`config.mk`:
```
export PLATFORM = sky130hd
export DESIGN_NAME = irq_controller_flat
export DESIGN_NICKNAME = d
export VERILOG_FILES = /design/src/rtl/irq_pkg.sv /design/src/rtl/irq_controller_if.sv /design/src/rtl/irq_sync_edge.sv /design/src/rtl/irq_controller.sv /design/src/flat_wrapper.sv
export SDC_FILE = /design/constraint.sdc
export NUM_CORES = 1
export LEC_CHECK = 0
export CAP_MARGIN = 5
export CORE_ASPECT_RATIO = 0.6
export CORE_MARGIN = 8
export CORE_UTILIZATION = 40
export DETAILED_ROUTE_END_ITERATION = 8
export PLACE_DENSITY_LB_ADDON = 0.1
export SLEW_MARGIN = 15
export SYNTH_ARGS = -nofsm -noshare
export SYNTH_HDL_FRONTEND = slang
export SYNTH_SLANG_ARGS = --single-unit
```
`constraint.sdc`:
```
create_clock -name clk -period 3.2 [get_ports clk]
set_clock_uncertainty 0.05 [all_clocks]
set_input_delay 0.8 -clock clk [delete_from_list [all_inputs] [get_ports clk]]
set_output_delay 0.8 -clock clk [all_outputs]
set_load 0.02 [all_outputs]
```
`src/rtl/irq_pkg.sv`:
```
// Shared definitions for the interrupt controller front end: FSM encoding,
// default sizing and the mask reset value.
package irq_pkg;

    localparam int N_IRQ_DEF = 8;
    localparam int ID_W_DEF  = 3;

    // Wide enough for any practical N_IRQ; users truncate to their width.
    localparam logic [63:0] MASK_RST = '1;

    typedef enum logic [2:0] {
        ST_IDLE      = 3'd0,
        ST_REQ_M     = 3'd1,
        ST_REQ_N     = 3'd2,
        ST_SERVICE_M = 3'd3,
        ST_SERVICE_N = 3'd4
    } irq_state_e;

endpackage

```
`src/rtl/irq_controller_if.sv`:
```
// Request/acknowledge and mask bus between the interrupt front end and the rest
// of the core; the controller sits on the slave side.
interface irq_controller_if #(
    parameter int N_IRQ = 8,
    parameter int ID_W  = 3
) ();

    logic [N_IRQ-1:0] irq_in;
    logic             nmi_in;
    logic             mask_we;
    logic [N_IRQ-1:0] mask_wdata;
    logic             respond;
    logic             eoi;
    logic             interrupt;
    logic             non_maskable_int;
    logic             busy;
    logic [ID_W-1:0]  irq_id;
    logic [N_IRQ-1:0] pending;
    logic [N_IRQ-1:0] mask;

    modport master (
        output irq_in, nmi_in, mask_we, mask_wdata, respond, eoi,
        input  interrupt, non_maskable_int, busy, irq_id, pending, mask
    );

    modport slave (
        input  irq_in, nmi_in, mask_we, mask_wdata, respond, eoi,
        output interrupt, non_maskable_int, busy, irq_id, pending, mask
    );

endinterface

```
`src/rtl/irq_sync_edge.sv`:
```
// Two-flop synchronizer for asynchronous request lines followed by a
// rising-edge detector producing a one-cycle pulse per rising edge.
module irq_sync_edge #(
    parameter int W = 1
) (
    input  logic         clk,
    input  logic         rst_n,
    input  logic [W-1:0] i_d,
    output logic [W-1:0] o_rise
);

    logic [W-1:0] r_meta;
    logic [W-1:0] r_sync;
    logic [W-1:0] r_prev;

    // NOTE: non-blocking assignments make the three stages shift together;
    // blocking ones would collapse the chain into a single flop.
    always_ff @(posedge clk or negedge rst_n) begin
        if (!rst_n) begin
            r_meta <= '0;
            r_sync <= '0;
            r_prev <= '0;
        end else begin
            r_meta <= i_d;
            r_sync <= r_meta;
            r_prev <= r_sync;
        end
    end

    assign o_rise = r_sync & ~r_prev;

endmodule

```
`src/rtl/irq_controller.sv`:
```
// Interrupt front end: holds synchronized request edges as pending, applies the
// software mask and hands one source at a time to Interrupt_state.
module irq_controller
    import irq_pkg::*;
#(
    parameter int N_IRQ = N_IRQ_DEF,
    parameter int ID_W  = ID_W_DEF
) (
    input  logic             clk,
    input  logic             rst_n,
    irq_controller_if.slave  bus
);

    logic [N_IRQ-1:0] w_irq_rise;
    logic             w_nmi_rise;

    irq_sync_edge #(.W(N_IRQ)) u_irq_sync (
        .clk    (clk),
        .rst_n  (rst_n),
        .i_d    (bus.irq_in),
        .o_rise (w_irq_rise)
    );

    irq_sync_edge #(.W(1)) u_nmi_sync (
        .clk    (clk),
        .rst_n  (rst_n),
        .i_d    (bus.nmi_in),
        .o_rise (w_nmi_rise)
    );

    irq_state_e       r_state;
    irq_state_e       w_state_nxt;
    logic [N_IRQ-1:0] r_pending;
    logic [N_IRQ-1:0] r_mask;
    logic             r_nmi_pend;
    logic [ID_W-1:0]  r_irq_id;

    logic [N_IRQ-1:0] w_eligible;
    logic [ID_W-1:0]  w_pick_id;
    logic [N_IRQ-1:0] w_clr_vec;
    logic             w_clr_m;
    logic             w_nmi_clr;
    logic             w_load_id;

    assign w_eligible = r_pending & ~r_mask;

    // Lowest index wins: scan downward so the last hit is the smallest index.
    always_comb begin
        w_pick_id = '0;
        for (int i = N_IRQ - 1; i >= 0; i--) begin
            if (w_eligible[i]) w_pick_id = ID_W'(i);
        end
    end

    always_ff @(posedge clk or negedge rst_n) begin
        if (!rst_n) r_state <= ST_IDLE;
        else        r_state <= w_state_nxt;
    end

    // NOTE: every signal gets its default before the case so no path can
    // leave one unassigned and infer a latch.
    always_comb begin
        w_state_nxt = r_state;
        w_load_id   = 1'b0;
        w_clr_m     = 1'b0;
        w_nmi_clr   = 1'b0;
        case (r_state)
            ST_IDLE: begin
                if (r_nmi_pend) begin
                    w_state_nxt = ST_REQ_N;
                end else if (|w_eligible) begin
                    w_state_nxt = ST_REQ_M;
                    w_load_id   = 1'b1;
                end
            end
            ST_REQ_M: begin
                // An acknowledge already on the wire completes the grant before NMI preempts.
                if (bus.respond) begin
                    w_clr_m     = 1'b1;
                    w_state_nxt = ST_SERVICE_M;
                end else if (r_nmi_pend) begin
                    w_state_nxt = ST_REQ_N;
                end
            end
            ST_REQ_N: begin
                if (bus.respond) begin
                    w_nmi_clr   = 1'b1;
                    w_state_nxt = ST_SERVICE_N;
                end
            end
            ST_SERVICE_M, ST_SERVICE_N: begin
                if (bus.eoi) w_state_nxt = ST_IDLE;
            end
            default: w_state_nxt = ST_IDLE;
        endcase
    end

    always_comb begin
        w_clr_vec = '0;
        if (w_clr_m) w_clr_vec[r_irq_id] = 1'b1;
    end

    // New edges are ORed in after the clear so a same-cycle set survives.
    always_ff @(posedge clk or negedge rst_n) begin
        if (!rst_n) begin
            r_pending  <= '0;
            r_nmi_pend <= 1'b0;
            r_mask     <= N_IRQ'(MASK_RST);
            r_irq_id   <= '0;
        end else begin
            r_pending  <= (r_pending & ~w_clr_vec) | w_irq_rise;
            r_nmi_pend <= (r_nmi_pend & ~w_nmi_clr) | w_nmi_rise;
            if (bus.mask_we) r_mask <= bus.mask_wdata;
            if (w_load_id)   r_irq_id <= w_pick_id;
        end
    end

    assign bus.interrupt        = (r_state == ST_REQ_M);
    assign bus.non_maskable_int = (r_state == ST_REQ_N);
    assign bus.busy             = (r_state == ST_SERVICE_M) || (r_state == ST_SERVICE_N);
    assign bus.irq_id           = r_irq_id;
    assign bus.pending          = r_pending;
    assign bus.mask             = r_mask;

endmodule

```
`src/flat_wrapper.sv`:
```
// flat-port wrapper written by rule: the top's interface ports become plain ports
module irq_controller_flat import irq_pkg::*;
#(
    parameter int N_IRQ = N_IRQ_DEF,
    parameter int ID_W  = ID_W_DEF
)
  (clk, rst_n, bus_irq_in, bus_nmi_in, bus_mask_we, bus_mask_wdata, bus_respond, bus_eoi, bus_interrupt, bus_non_maskable_int, bus_busy, bus_irq_id, bus_pending, bus_mask);
  irq_controller_if #(.N_IRQ(N_IRQ), .ID_W(ID_W)) bus_i ();
  input  logic clk;
  input  logic rst_n;
  input wire logic [$bits(bus_i.irq_in)-1:0] bus_irq_in;
  input wire logic [$bits(bus_i.nmi_in)-1:0] bus_nmi_in;
  input wire logic [$bits(bus_i.mask_we)-1:0] bus_mask_we;
  input wire logic [$bits(bus_i.mask_wdata)-1:0] bus_mask_wdata;
  input wire logic [$bits(bus_i.respond)-1:0] bus_respond;
  input wire logic [$bits(bus_i.eoi)-1:0] bus_eoi;
  output wire logic [$bits(bus_i.interrupt)-1:0] bus_interrupt;
  output wire logic [$bits(bus_i.non_maskable_int)-1:0] bus_non_maskable_int;
  output wire logic [$bits(bus_i.busy)-1:0] bus_busy;
  output wire logic [$bits(bus_i.irq_id)-1:0] bus_irq_id;
  output wire logic [$bits(bus_i.pending)-1:0] bus_pending;
  output wire logic [$bits(bus_i.mask)-1:0] bus_mask;
  assign bus_i.irq_in = bus_irq_in;
  assign bus_i.nmi_in = bus_nmi_in;
  assign bus_i.mask_we = bus_mask_we;
  assign bus_i.mask_wdata = bus_mask_wdata;
  assign bus_i.respond = bus_respond;
  assign bus_i.eoi = bus_eoi;
  assign bus_interrupt = bus_i.interrupt;
  assign bus_non_maskable_int = bus_i.non_maskable_int;
  assign bus_busy = bus_i.busy;
  assign bus_irq_id = bus_i.irq_id;
  assign bus_pending = bus_i.pending;
  assign bus_mask = bus_i.mask;
  irq_controller #(.N_IRQ(N_IRQ), .ID_W(ID_W)) u_core (.clk(clk), .rst_n(rst_n), .bus(bus_i));
endmodule
```
==> metrics, run 1 <==
final WL 3697 µm; total die area 0.007075 mm²; aggregate global routing overflow 0; Cells after Synth 142; Clock Latency Late Sink 300 ps; Synth Area per Inst 12.91 µm²; class of the worst hold path flip-flop to flip-flop; ys async rst share 100.0%; layout cells sized above 1 14.74%; Starting Density 40.80%; initial antenna violation count 0; Port Buffers 43; most instantiated library cell after synthesis dfrtp_1; CORE AREA 0.004493 mm²; Hold EP u_core.u_irq_sync.r_sync[1]; Post-Syn Area 0.001833 mm²; Worst path slowest cell clkdlybuf4s50_1; max-cap viol count 0; status completed; Hold Crit Start u_core.u_irq_sync.r_meta[1]; first-pass GRT wire length 6065 µm; post-DP HPWL 2704 µm; post-route minimum period 2677 ps; Pre-Repair DR Iteration Count 4; CTS root buffer clkbuf_8; I/O Pins 44; Yosys top cell area share 57.34%; register area share after synthesis 68.81%; Slew Limit Fails 0; post-cts sizing count 0; crit path kind flip-flop to primary output; H-tree levels 2; CTS clock-pin slew for the worst setup and hold paths 90 ps; Synth area leaders dfrtp_1 (57%), dfstp_2 (11%), o21ai_0 (4.9%), mux2_2 (3.7%), nand2b_1 (3.4%); reg-to-reg endpoint u_core.bus.irq_id[0]; Post-synth top cells dfrtp_1 (42), o21ai_0 (18), inv_1 (11); Final Net Count 211; GRT Overall Usage 11.56%; hold slack 302.4 ps; clock buffer count from CTS 5; final std cells w/o fill 253; RSZ-0062 raised after global routing no; Max VDD drop 0.2809 mV; CTS tree yes; Arrival @ worst endpoint 1830 ps; post-DR wirelength/cell 14.61 µm; vias in the first global route 1247; post-DR vias/cell 4.735; EDFF count, synth 0; ys flop type dfrtp_1; Fin. Hold Viols 0; CP Max Fanout 12; Seq cells post-synth 50; net count after synthesis 164; Setup TNS 0 ps; chip width 103.4 µm; hold-fix buffers at CTS 0; Worst Max-Slew Pin Slew 1018 ps; Die Y 68.44 µm; Sink Count 50; Worst EP required 2350 ps; Diodes inserted 0; Setup Buffers After CTS 0; vias 1198; crit start category flip-flop; area leader, netlist dfrtp_1; Leak 1.003 nW; PD cells 700.6 mW/mm²; yosys warns 0; synth-to-layout area growth 32.56%; worst path cell trace nor3b_1, clkdlybuf4s50_1; # rows 19; Slew HR 32.17%; CP peak stage delay 650 ps; flop2flop setup slack 1600 ps; Clock Tree Buf Depth 2; placed insts 245; crit end category primary output; largest net degree at the start of global routing 49; fin crit share 83.67%; RePlAce Congestion 0.7680; fmax 0.3735 GHz; residual DRC count 0; reg2reg start u_core.bus.mask[2]; fin util 54.08%; r2r worst-path depth 4; antenna-violating nets left 0; Hold Path Cell Cnt 0; endpoints failing setup 0; initial DRC count 63; unique cell type count in the Yosys netlist 28; Fill cells 392
==> layout make-up <==
cell class | instances | area, µm² | area share, %
flip-flops and latches | 50 | 1261 | 51.91
multi-input cells | 77 | 505.5 | 20.80
repair buffers | 44 | 432.9 | 17.82
well taps | 63 | 78.83 | 3.244
clock buffers | 6 | 72.57 | 2.987
inverters | 11 | 41.29 | 1.699
clock inverters | 2 | 37.54 | 1.545
==> flip-flops by register name, indices dropped and copies added, names as in the netlist, 3 cells and up <==
| name | cells |
|---|---|
| u_core.u_irq_sync.r_prev | 8 |
| u_core.bus.irq_id | 3 |
| u_core.u_irq_sync.r_meta | 8 |
| u_core.bus.mask | 8 |
| u_core.u_irq_sync.r_sync | 8 |
| u_core.r_state | 3 |
| u_core.bus.pending | 8 |
==> kinds of logic after synthesis <==
group / after synthesis / synth area share (%)
compound gates: 34 / 10.65
mux: 8 / 5.051
flops: 50 / 68.81
simple gates: 35 / 11.88
buf+inv: 15 / 3.618
==> per-layer routing <==
metal	up-vias	wire [µm]	global-route usage [%]
met3	4	325	5.076
li1	572	-	-
met2	39	1642	17.33
met1	583	1697	14.57
met5	-	0	0
met4	0	32	4.293
==> where the power goes <==
| part | leakage [nW] | internal, mW | switching, mW |
|---|---|---|---|
| clock | 0.0514 | 0.233 | 0.199 |
| combinational | 0.397 | 0.227 | 0.211 |
| sequential | 0.554 | 0.719 | 0.113 |
| total | 1.00 | 1.18 | 0.523 |
==> cells in the final DEF (no fill, tap or decap), types with 2 or more instances in the layout <==
master           netlist  routed
clkbuf_8               0       5
nand4bb_1              2       2
nor2b_1                4       4
dfrtp_1               42      42
o21ai_0               18      18
nand2_1               10      10
a31oi_1                2       2
nand2b_1              10      10
inv_1                 11      11
o31ai_1                2       2
clkdlybuf4s50_1        0      42
mux2_2                 6       6
a21oi_1                7       7
dfstp_2                8       8
nor2_1                 4       4
==> worst max-delay path, delay by kind of cell, from the launching register on <==
family                 cells  cell delay [ps]
DFF                        1              580
buffers and inverters      1              650
and+or+nand+nor            1              290
==> worst max path at each step <==
stage / from / end / slack (ps) / cells after the start
after floorplan: u_core.r_state[1] / bus_non_maskable_int / 1190 / 2
after global placement: u_core.r_state[1] / bus_non_maskable_int / 890 / 2
after detailed placement: u_core.r_state[1] / bus_non_maskable_int / 870 / 2
after CTS: u_core.r_state[1] / bus_non_maskable_int / 500 / 2
after global routing: u_core.r_state[1] / bus_busy / 440 / 3
final: u_core.r_state[1] / bus_non_maskable_int / 520 / 2
==> metrics by stage <==
stage | cell area, µm² | worst slack [ps] | power [mW]
floorplan | 1833 | 1188 | 1.090
global placement | 2320 | 892.1 | 1.269
detailed placement | 2320 | 870.9 | 1.287
CTS | 2430 | 503.3 | 1.721
global route | 2430 | 443.1 | 1.803
finish | 2430 | 522.6 | 1.702
(Power assumes the default switching activity.)
==> run 2: changes to the inputs <==
Clock period 3.2 ns to 2.56 ns, I/O delays scaled along.
==> metrics, run 2 (synthesized netlist as in run 1, its figures left out) <==
layout cells sized above 1 16.23% (+1.5 points); Port Buffers 43 (unchanged); Crit. Startpoint u_core.r_state[0]; Die Y 68.44 µm (unchanged); residual DRC count 0 (unchanged); Leak 0.9993 nW (-0.35%); Fill cells 385 (-1.8%); post-DR vias/cell 4.787 (+1.1%); CORE AREA 0.004493 mm² (unchanged); Pre-Repair DR Iteration Count 4 (unchanged); chip width 103.4 µm (unchanged); synth-to-layout area growth 31.81%; Fin. Hold Viols 0 (unchanged); flop2flop setup slack 970 ps (-630 ps); crit start category flip-flop; Setup Buffers After CTS 0 (unchanged); Clk pwr share 21.5% (-3.9 points); placed insts 246 (+0.41%); final std cells w/o fill 254 (+0.40%); post-DR wirelength/cell 14.75 µm (+0.93%); Flop pwr share 51.3% (+2.4 points); Worst EP required 1870 ps (-480 ps); Starting Density 40.80% (unchanged); crit path kind flip-flop to primary output; Clock Tree Buf Depth 2 (unchanged); CTS tree yes; RSZ-0062 raised after global routing no; Slew Limit Fails 0 (unchanged); max-cap viol count 0 (unchanged); Diodes inserted 0 (unchanged); fmax 0.4136 GHz; total die area 0.007075 mm² (unchanged); GRT Overall Usage 11.82% (+0.25 points); PD cells 840.8 mW/mm² (+20%); CTS clock-pin slew for the worst setup and hold paths 80 ps (about the same); vias in the first global route 1321 (+5.9%); vias 1216 (+1.5%); Worst path slowest cell clkdlybuf4s50_1; Crit path buffers/inverters 1 (unchanged); CP peak stage delay 650 ps (about the same); crit end category primary output; post-route minimum period 2418 ps; reg-to-reg endpoint u_core.bus.irq_id[0]; reg2reg start u_core.bus.mask[2]; Hold EP u_core.u_nmi_sync.r_sync; P_sw 0.6492 mW (+24%); Worst Max-Slew Pin Slew 857.9 ps (-159.6 ps); worst path cell trace nor2_1, nand2_1, o21ai_0, clkdlybuf4s50_1; antenna-violating nets left 0 (unchanged); CTS root buffer clkbuf_8; CP delay by family, top buffers and inverters; class of the worst hold path flip-flop to flip-flop; CP Max Fanout 9 (-3); final WL 3746 µm (+1.3%); Max VDD drop 0.3489 mV (+24%); Final Net Count 212 (+0.47%); r2r worst-path depth 4 (unchanged); status completed; Switching Fraction 31.96% (+1.3 points); first-pass GRT wire length 6361 µm (+4.9%); I/O Pins 44 (unchanged); endpoints failing setup 0 (unchanged); most common cell after layout, fill and taps aside clkdlybuf4s50_1; Clock Latency Late Sink 290 ps (about the same); fin crit share 94.44%; post-DP HPWL 2908 µm (+7.5%); Comb power frac 27.1% (+1.4 points); internal power 1.382 mW (+17%); most frequent cells in the layout clkdlybuf4s50_1 (42), dfrtp_1 (40), o21ai_0 (18), inv_1 (11); Tot Pwr 2.031 mW (+19%); Sink Count 50 (unchanged); Hold Path Cell Cnt 0 (unchanged); Hold Crit Start u_core.u_nmi_sync.r_meta; aggregate global routing overflow 0 (unchanged); Slew HR 42.80% (+11 points); largest net degree at the start of global routing 42 (-14%); Setup TNS 0 ps (unchanged); RePlAce Congestion 0.7316 (-4.7%); initial antenna violation count 0 (unchanged); initial DRC count 41 (-35%); clock buffer count from CTS 5 (unchanged); H-tree levels 2 (unchanged); Arrival @ worst endpoint 1730 ps (-100 ps); # rows 19 (unchanged)
[run 2: cell types whose count changed in the layout (fill, tap and decap cells not counted)]
| cell | before | now |
|---|---|---|
| clkinvlp_4 | 1 | 0 |
| inv_6 | 0 | 1 |
| clkinv_2 | 0 | 1 |
| buf_4 | 1 | 2 |
| dfrtp_1 | 42 | 40 |
| dfrtp_2 | 0 | 2 |
| bufinv_16 | 1 | 0 |
[run 2: through the flow]
| stage | setup WS [ps] | area [µm²] | hold slack, ps | utilization (%) |
|---|---|---|---|---|
| 4_1_cts | 21.48 | 2414 | 312.2 | 53.72 |
| 5_1_grt | 45.13 | 2416 | 321.9 | 53.77 |
| 2_1_floorplan | 708.1 | 1833 | 281.2 | - |
| 3_5_place_dp | 337.0 | 2327 | 291.8 | 51.80 |
| 3_3_place_gp | 403.0 | 2327 | 282.6 | 51.80 |
| 6_report | 142.3 | 2416 | 307.6 | 53.77 |
[run 2: cell type report]
type                    count  area [µm²]  area share (%)
flip-flops and latches     50        1264           52.30
clock buffers               6       72.57           3.004
inverters                  11       41.29           1.709
repair buffers             45       440.4           18.23
clock inverters             2       13.76          0.5697
multi-input cells          77       505.5           20.92
well taps                  63       78.83           3.263
[run 2: worst max path at each step]
stage / to / slack, ps / cells past startpoint
floorplan: bus_non_maskable_int / 710 / 2
global placement: bus_non_maskable_int / 400 / 2
detailed placement: bus_busy / 340 / 3
CTS: bus_busy / 20 / 3
global route: bus_interrupt / 50 / 3
finish: bus_busy / 140 / 4
[run 2: power by group through the flow]
stage	clock, mW	combinational (mW)	sequential, mW
floorplan	0	0.314	1.05
global placement	0	0.546	1.05
detailed placement	0	0.557	1.05
CTS	0.458	0.560	1.04
global route	0.497	0.600	1.06
finish	0.437	0.551	1.04
[run 2: routing by layer]
metal	vias up	wire length (µm)	global-route usage, %
met2	32	1739	18.68
met1	602	1666	14.80
li1	578	-	-
met4	0	27	2.683
met5	-	0	0
met3	4	312	5.076
[run 2: what timing repair did]
| action | CTS | global route |
|---|---|---|
| endpoints found under the setup margin | 0 | 2 |
| hold buffers | 0 | 0 |
| resized for setup | 0 | 2 |
==> variant 1: new RTL, flow settings as in run 2 <==
`N_IRQ_DEF`: 8 -> 16.
--- a/src/rtl/irq_pkg.sv
+++ b/src/rtl/irq_pkg.sv
@@ -2,7 +2,7 @@
 // default sizing and the mask reset value.
 package irq_pkg;
 
-    localparam int N_IRQ_DEF = 8;
+    localparam int N_IRQ_DEF = 16;
     localparam int ID_W_DEF  = 3;
 
     // Wide enough for any practical N_IRQ; users truncate to their width.
Ports: changed (resized bus_irq_in, bus_mask, bus_mask_wdata and bus_pending); port bits go from 44 to 76. The function was not compared with the original's and may differ.
==> variant 1 against run 2 <==
  * Design area is 84% higher
  * Worst setup slack worse by 43 ps
  * Register-to-register slack worse by 260 ps
  * Final cell count is 68% higher
  * Maximum frequency is 1.7% lower
  * Total power is 83% higher
  * Count of clock-buffer cells in the layout is 3 higher
  * Area after synthesis is 77% higher
  * Sequential cell count is 40 higher
  * Via count is 62% higher
  * Routed wire length is 71% higher
  * Critical path type unchanged
  * Largest cell class unchanged
==> variant 1: results (changes against run 2) <==
* Seq/Total Area, Yosys at 69.9% (was 68.8%)
* DR iter-0 viols at 59 (was 41)
* Final HPWL DP at 4680 um (was 2910 um)
* Outcome: completed (unchanged)
* Relative slew slack at 63.4% (was 42.8%)
* Yosys warns at 0 (unchanged)
* Clock Path Buffers at 2 (unchanged)
* Fin nets at 353 (was 212)
* Post-synthesis mux area share at 5.66% (was 5.05%)
* R2r worst-path depth at 5 (was 4)
* Post-synth cell types at 38 (was 28)
* Pleak at 1.89 nW (was 0.999 nW)
* Residual DRC at 0 (unchanged)
* Post-CTS Setup Bufs at 0 (unchanged)
* Wire per inst at 15.0 um (was 14.7 um)
* First-pass GRT wire length at 11,100 um (was 6360 um)
* H-Tree Depth at 3 (was 2)
* Vias in the first global route at 2,156 (was 1,321)
* Pre-Repair DR Iteration Count at 4 (unchanged)
* Fraction of layout instances using a drive strength above 1 at 22.3% (was 16.2%)
* Peak VDD IR at 0.344 mV (was 0.349 mV)
* Port buffer count at 75 (was 43)
* Total track usage at 12.5% (was 11.8%)
* Ys async rst share at 100% (unchanged)
* Syn_nets at 269 (was 164)
* Vias per cell at 4.61 (was 4.79)
* Cts bufs inserted at 9 (was 5)
* Compound-Gate Fraction of Synth Area at 8.93% (was 10.6%)
* Worst EP arrival at 1770 ps (was 1730 ps)
* Post-synthesis xor/xnor area fraction at 0% (unchanged)
* Antenna cells at 0 (unchanged)
* Clock Tree Root: clkbuf_16 (was clkbuf_8)
* Initial antenna violation count at 0 (unchanged)
* Largest net degree at the start of global routing at 49 (was 42)
* Largest family of logic cells by synthesized area: simple AND/OR/NAND/NOR gates (unchanged)
* Dpl cell area at 4150 sq um (was 2330 sq um)
* Synth area leaders: dfrtp_1 (57%), dfstp_2 (13%), mux2_2 (5.2%) (was dfrtp_1 (57%), dfstp_2 (11%), o21ai_0 (4.9%))
* Cts repair resizes at 0 (unchanged)
* Clk Latency, worst-skew pair at 340 ps (was 290 ps)
* Post-Synth Adder-Cell Area at 0% (unchanged)
* CTS clock-pin slew for the worst setup and hold paths at 60 ps (was 80 ps)
* GPL Wtd Cong at 0.770 (was 0.732)
* Internal power at 2.69 mW (was 1.38 mW)
* Min-Delay Path Class: in2async (was reg2reg)
* Crit path max fanout at 10 (was 9)
* Synth top cells by count: dfrtp_1 (74), inv_1 (19), o21ai_0 (19) (was dfrtp_1 (42), o21ai_0 (18), inv_1 (11))
[variant 1: stage by stage]
stage / instances / hold slack [ps] / power (mW) / worst slack (ps)
6_report: 427 / 235 / 3.71 / 99.3
5_1_grt: 427 / 274 / 3.90 / 28.8
4_1_cts: 427 / 249 / 3.76 / 54.7
3_5_place_dp: 412 / 285 / 2.46 / 422
3_3_place_gp: 412 / 282 / 2.45 / 443
2_1_floorplan: 231 / 281 / 2.11 / 689
[variant 1: cells by family (layout without fill, tap and decap cells)]
logic type | Yosys count | count (layout)
compound gates | 46 | 46
flops | 90 | 90
mux | 16 | 16
buf+inv | 23 | 111
simple gates | 56 | 56
[variant 1: worst paths after layout]
path,endpoint,slack (ps),start
max,bus_busy,100,u_core.r_state[1]
min,u_core.u_irq_sync.r_meta[13],230,rst_n
max reg2reg,u_core.bus.irq_id[0],710,u_core.bus.mask[8]
min reg2reg,u_core.u_irq_sync.r_sync[5],300,u_core.u_irq_sync.r_meta[5]
max in group asynchronous,u_core.bus.mask[2],1530,rst_n
min in group clk,u_core.u_irq_sync.r_sync[5],300,u_core.u_irq_sync.r_meta[5]
[variant 1: critical path: stages, from the launching register on]
cell and delay (ps):
dfrtp_2 470, nand2b_1 180, o21ai_0 160, clkdlybuf4s50_1 630
[variant 1: per-layer routing]
metal | global-route usage, % | vias up | part of all wire (%)
met5 | 0 | - | 0
met3 | 5.83 | 6 | 7.2
met1 | 16.6 | 956 | 50
met2 | 17.2 | 48 | 42
met4 | 4.92 | 0 | 1.0
li1 | - | 959 | -
[variant 1: power groups by stage]
stage / clock network, mW / registers, mW / logic, mW
3_5_place_dp: 0 / 1.74 / 0.721
4_1_cts: 1.32 / 1.72 / 0.724
6_report: 1.28 / 1.72 / 0.709
3_3_place_gp: 0 / 1.73 / 0.716
2_1_floorplan: 0 / 1.76 / 0.355
5_1_grt: 1.38 / 1.74 / 0.785
[variant 1: layout make-up]
class / instances / area (sq um)
sequential: 90 / 2270
inverter: 19 / 71.3
fill: 669 / 3440
timing repair buffer: 77 / 776
multi-input combinational: 118 / 891
clock inverter: 6 / 67.6
clock buffer: 9 / 225
tap: 108 / 135
==> variant 2: new RTL, settings of run 2 <==
Without the edit above. The 5 states of `irq_state_e` get a one-hot encoding in 5 bits.
--- a/src/rtl/irq_pkg.sv
+++ b/src/rtl/irq_pkg.sv
@@ -8,12 +8,12 @@
     // Wide enough for any practical N_IRQ; users truncate to their width.
     localparam logic [63:0] MASK_RST = '1;
 
-    typedef enum logic [2:0] {
-        ST_IDLE      = 3'd0,
-        ST_REQ_M     = 3'd1,
-        ST_REQ_N     = 3'd2,
-        ST_SERVICE_M = 3'd3,
-        ST_SERVICE_N = 3'd4
+    typedef enum logic [4:0] {
+        ST_IDLE      = 5'b00001,
+        ST_REQ_M     = 5'b00010,
+        ST_REQ_N     = 5'b00100,
+        ST_SERVICE_M = 5'b01000,
+        ST_SERVICE_N = 5'b10000
     } irq_state_e;
 
 endpackage
Function: no difference found for any inputs over 10 cycles, from zero or initial values and one cycle with rst_n low; not proved beyond that.
==> variant 2 against run 2 <==
  * Worst setup slack worse by 40 ps
  * Synthesized cell count increased by 15%
  * Area after synthesis grew 10%
  * Sequential cell count grew 2
  * Design area is 7.8% higher
  * Total power increased by 3.8%
  * Via count increased by 13%
  * Routed wire length increased by 12%
  * Utilization down 1.2 points
==> variant 2: results (changes against run 2) <==
* Outcome: completed (unchanged)
* Seq/Total Area, Yosys at 65.1% (was 68.8%)
* Pre-Repair DR Iteration Count at 4 (unchanged)
* Min-Delay Path Class: reg2reg (unchanged)
* Largest net degree at the start of global routing at 31 (was 42)
* Synth top cells by count: dfrtp_1 (43), o21ai_0 (18), inv_1 (15) (was dfrtp_1 (42), o21ai_0 (18), inv_1 (11))
* Post-synthesis xor/xnor area fraction at 0.869% (was 0%)
* Met3 WL post-DR at 263 um (was 312 um)
* Non-filler cells, final at 277 (was 254)
* GPL Wtd Cong at 0.999 (was 0.732)
* Post-synthesis cell count at 164 (was 142)
* Fraction of layout instances using a drive strength above 1 at 15.6% (was 16.2%)
* Mapped cell area at 2020 sq um (was 1830 sq um)
* Routed length on met1 at 2000 um (was 1670 um)
* Cts bufs inserted at 5 (unchanged)
* Inst Count DP at 268 (was 246)
* Crit path max fanout at 7 (was 9)
* Clk Latency, worst-skew pair at 300 ps
* Reg-to-Reg Start: u_core.r_state[3] (was u_core.bus.mask[2])
* DR iter-0 viols at 111 (was 41)
* Syn_nets at 186 (was 164)
* Residual DRC at 0 (unchanged)
* Post-synth cell types at 42 (was 28)
* Worst-margin pin slew at 665 ps (was 858 ps)
* Critical path class: reg2out (unchanged)
* Compound-Gate Fraction of Synth Area at 12.2% (was 10.6%)
* H-Tree Depth at 2 (unchanged)
* Setup WS pre-CTS at 321 ps (was 337 ps)
* First-pass GRT wire length at 7240 um (was 6360 um)
* Crit Reg-Reg Endpoint: u_core.bus.pending[2] (was u_core.bus.irq_id[0])
* Worst reg-to-reg setup slack at 1030 ps (was 970 ps)
* Ys async rst share at 100% (unchanged)
* Total track usage at 11.8% (about the same)
* Vias in the first global route at 1,479 (was 1,321)
* Pleak at 1.12 nW (was 0.999 nW)
* Synth area leaders: dfrtp_1 (53%), dfstp_2 (12%), o21ai_0 (4.5%) (was dfrtp_1 (57%), dfstp_2 (11%), o21ai_0 (4.9%))
* Wire length on met2 at 1880 um (was 1740 um)
* Wire per inst at 15.1 um (was 14.7 um)
* Dpl cell area at 2500 sq um (was 2330 sq um)
* R2r worst-path depth at 5 (was 4)
* Port buffer count at 43 (unchanged)
* Period minus WS final at 2460 ps (was 2420 ps)
* Post-synthesis mux area share at 4.35% (was 5.05%)
* Clock Tree Root: clkbuf_8 (unchanged)
* Peak VDD IR at 0.344 mV (was 0.349 mV)
* Clock Path Buffers at 2 (unchanged)
* CP endpoint: bus_non_maskable_int (was bus_busy)
* Final HPWL DP at 3140 um (was 2910 um)
* Via count at 1,379 (was 1,216)
* Post-Synth Adder-Cell Area at 0% (unchanged)
* Fin nets at 232 (was 212)
* Max Used Layer: met4 (unchanged)
* Antenna cells at 0 (unchanged)
==> variant 2: worst min-delay path by stage <==
| stage | start | endpoint | slack, ps | cells after the start |
|---|---|---|---|---|
| floorplan | u_core.u_irq_sync.r_meta[0] | u_core.u_irq_sync.r_sync[0] | 280 | 0 |
| global placement | u_core.u_irq_sync.r_meta[2] | u_core.u_irq_sync.r_sync[2] | 280 | 0 |
| detailed placement | u_core.u_irq_sync.r_meta[5] | u_core.u_irq_sync.r_sync[5] | 280 | 0 |
| CTS | u_core.u_irq_sync.r_meta[4] | u_core.u_irq_sync.r_sync[4] | 310 | 0 |
| global route | u_core.u_irq_sync.r_meta[4] | u_core.u_irq_sync.r_sync[4] | 320 | 0 |
| finish | u_core.u_irq_sync.r_meta[7] | u_core.u_irq_sync.r_sync[7] | 300 | 0 |
==> variant 2: kinds of logic after synthesis <==
kind of cell,after synthesis
AO/OA/AOI/OAI,40
XOR/XNOR,2
buffers and inverters,21
flip-flops,52
multiplexers,8
AND/OR/NAND/NOR,41
==> variant 2: area by class of cell <==
cell class,count,area (sq um)
Clock buffer,6,72.6
Clock inverter,2,16.3
Fill cell,428,2350
Inverter,15,56.3
Multi-Input combinational cell,91,603
Sequential cell,52,1320
Tap cell,66,82.6
Timing Repair Buffer,45,458
==> variant 2: power by group <==
group	switching [mW]	total, mW	leakage, nW	internal (mW)
combinational	0.279	0.568	0.501	0.289
sequential	0.144	1.08	0.577	0.936
clock	0.265	0.460	0.0414	0.195
total	0.688	2.11	1.12	1.42
==> variant 2: metrics by stage <==
step           power [mW]  utilization [%]
2_1_floorplan        1.44                -
3_3_place_gp         1.64             50.5
3_5_place_dp         1.65             50.5
4_1_cts              2.12             52.3
5_1_grt              2.23             52.6
6_report             2.11             52.6
==> variant 2: repair_timing <==
item	CTS	global route
pin swaps	0	1
buffers inserted	0	1
setup endpoints to repair	1	3
resized for setup	2	2
==> variant 2: routing by layer <==
metal	up-vias	GRT usage (%)
met5	-	0
met4	0	4.13
met3	6	3.99
met2	50	17.6
met1	663	15.7
li1	660	-
==> variant 2: critical path, cell delays in order, from the launching register on <==
cell and delay (ps):
dfrtp_1 480, nor2_4 180, and3_1 200, clkdlybuf4s50_1 610
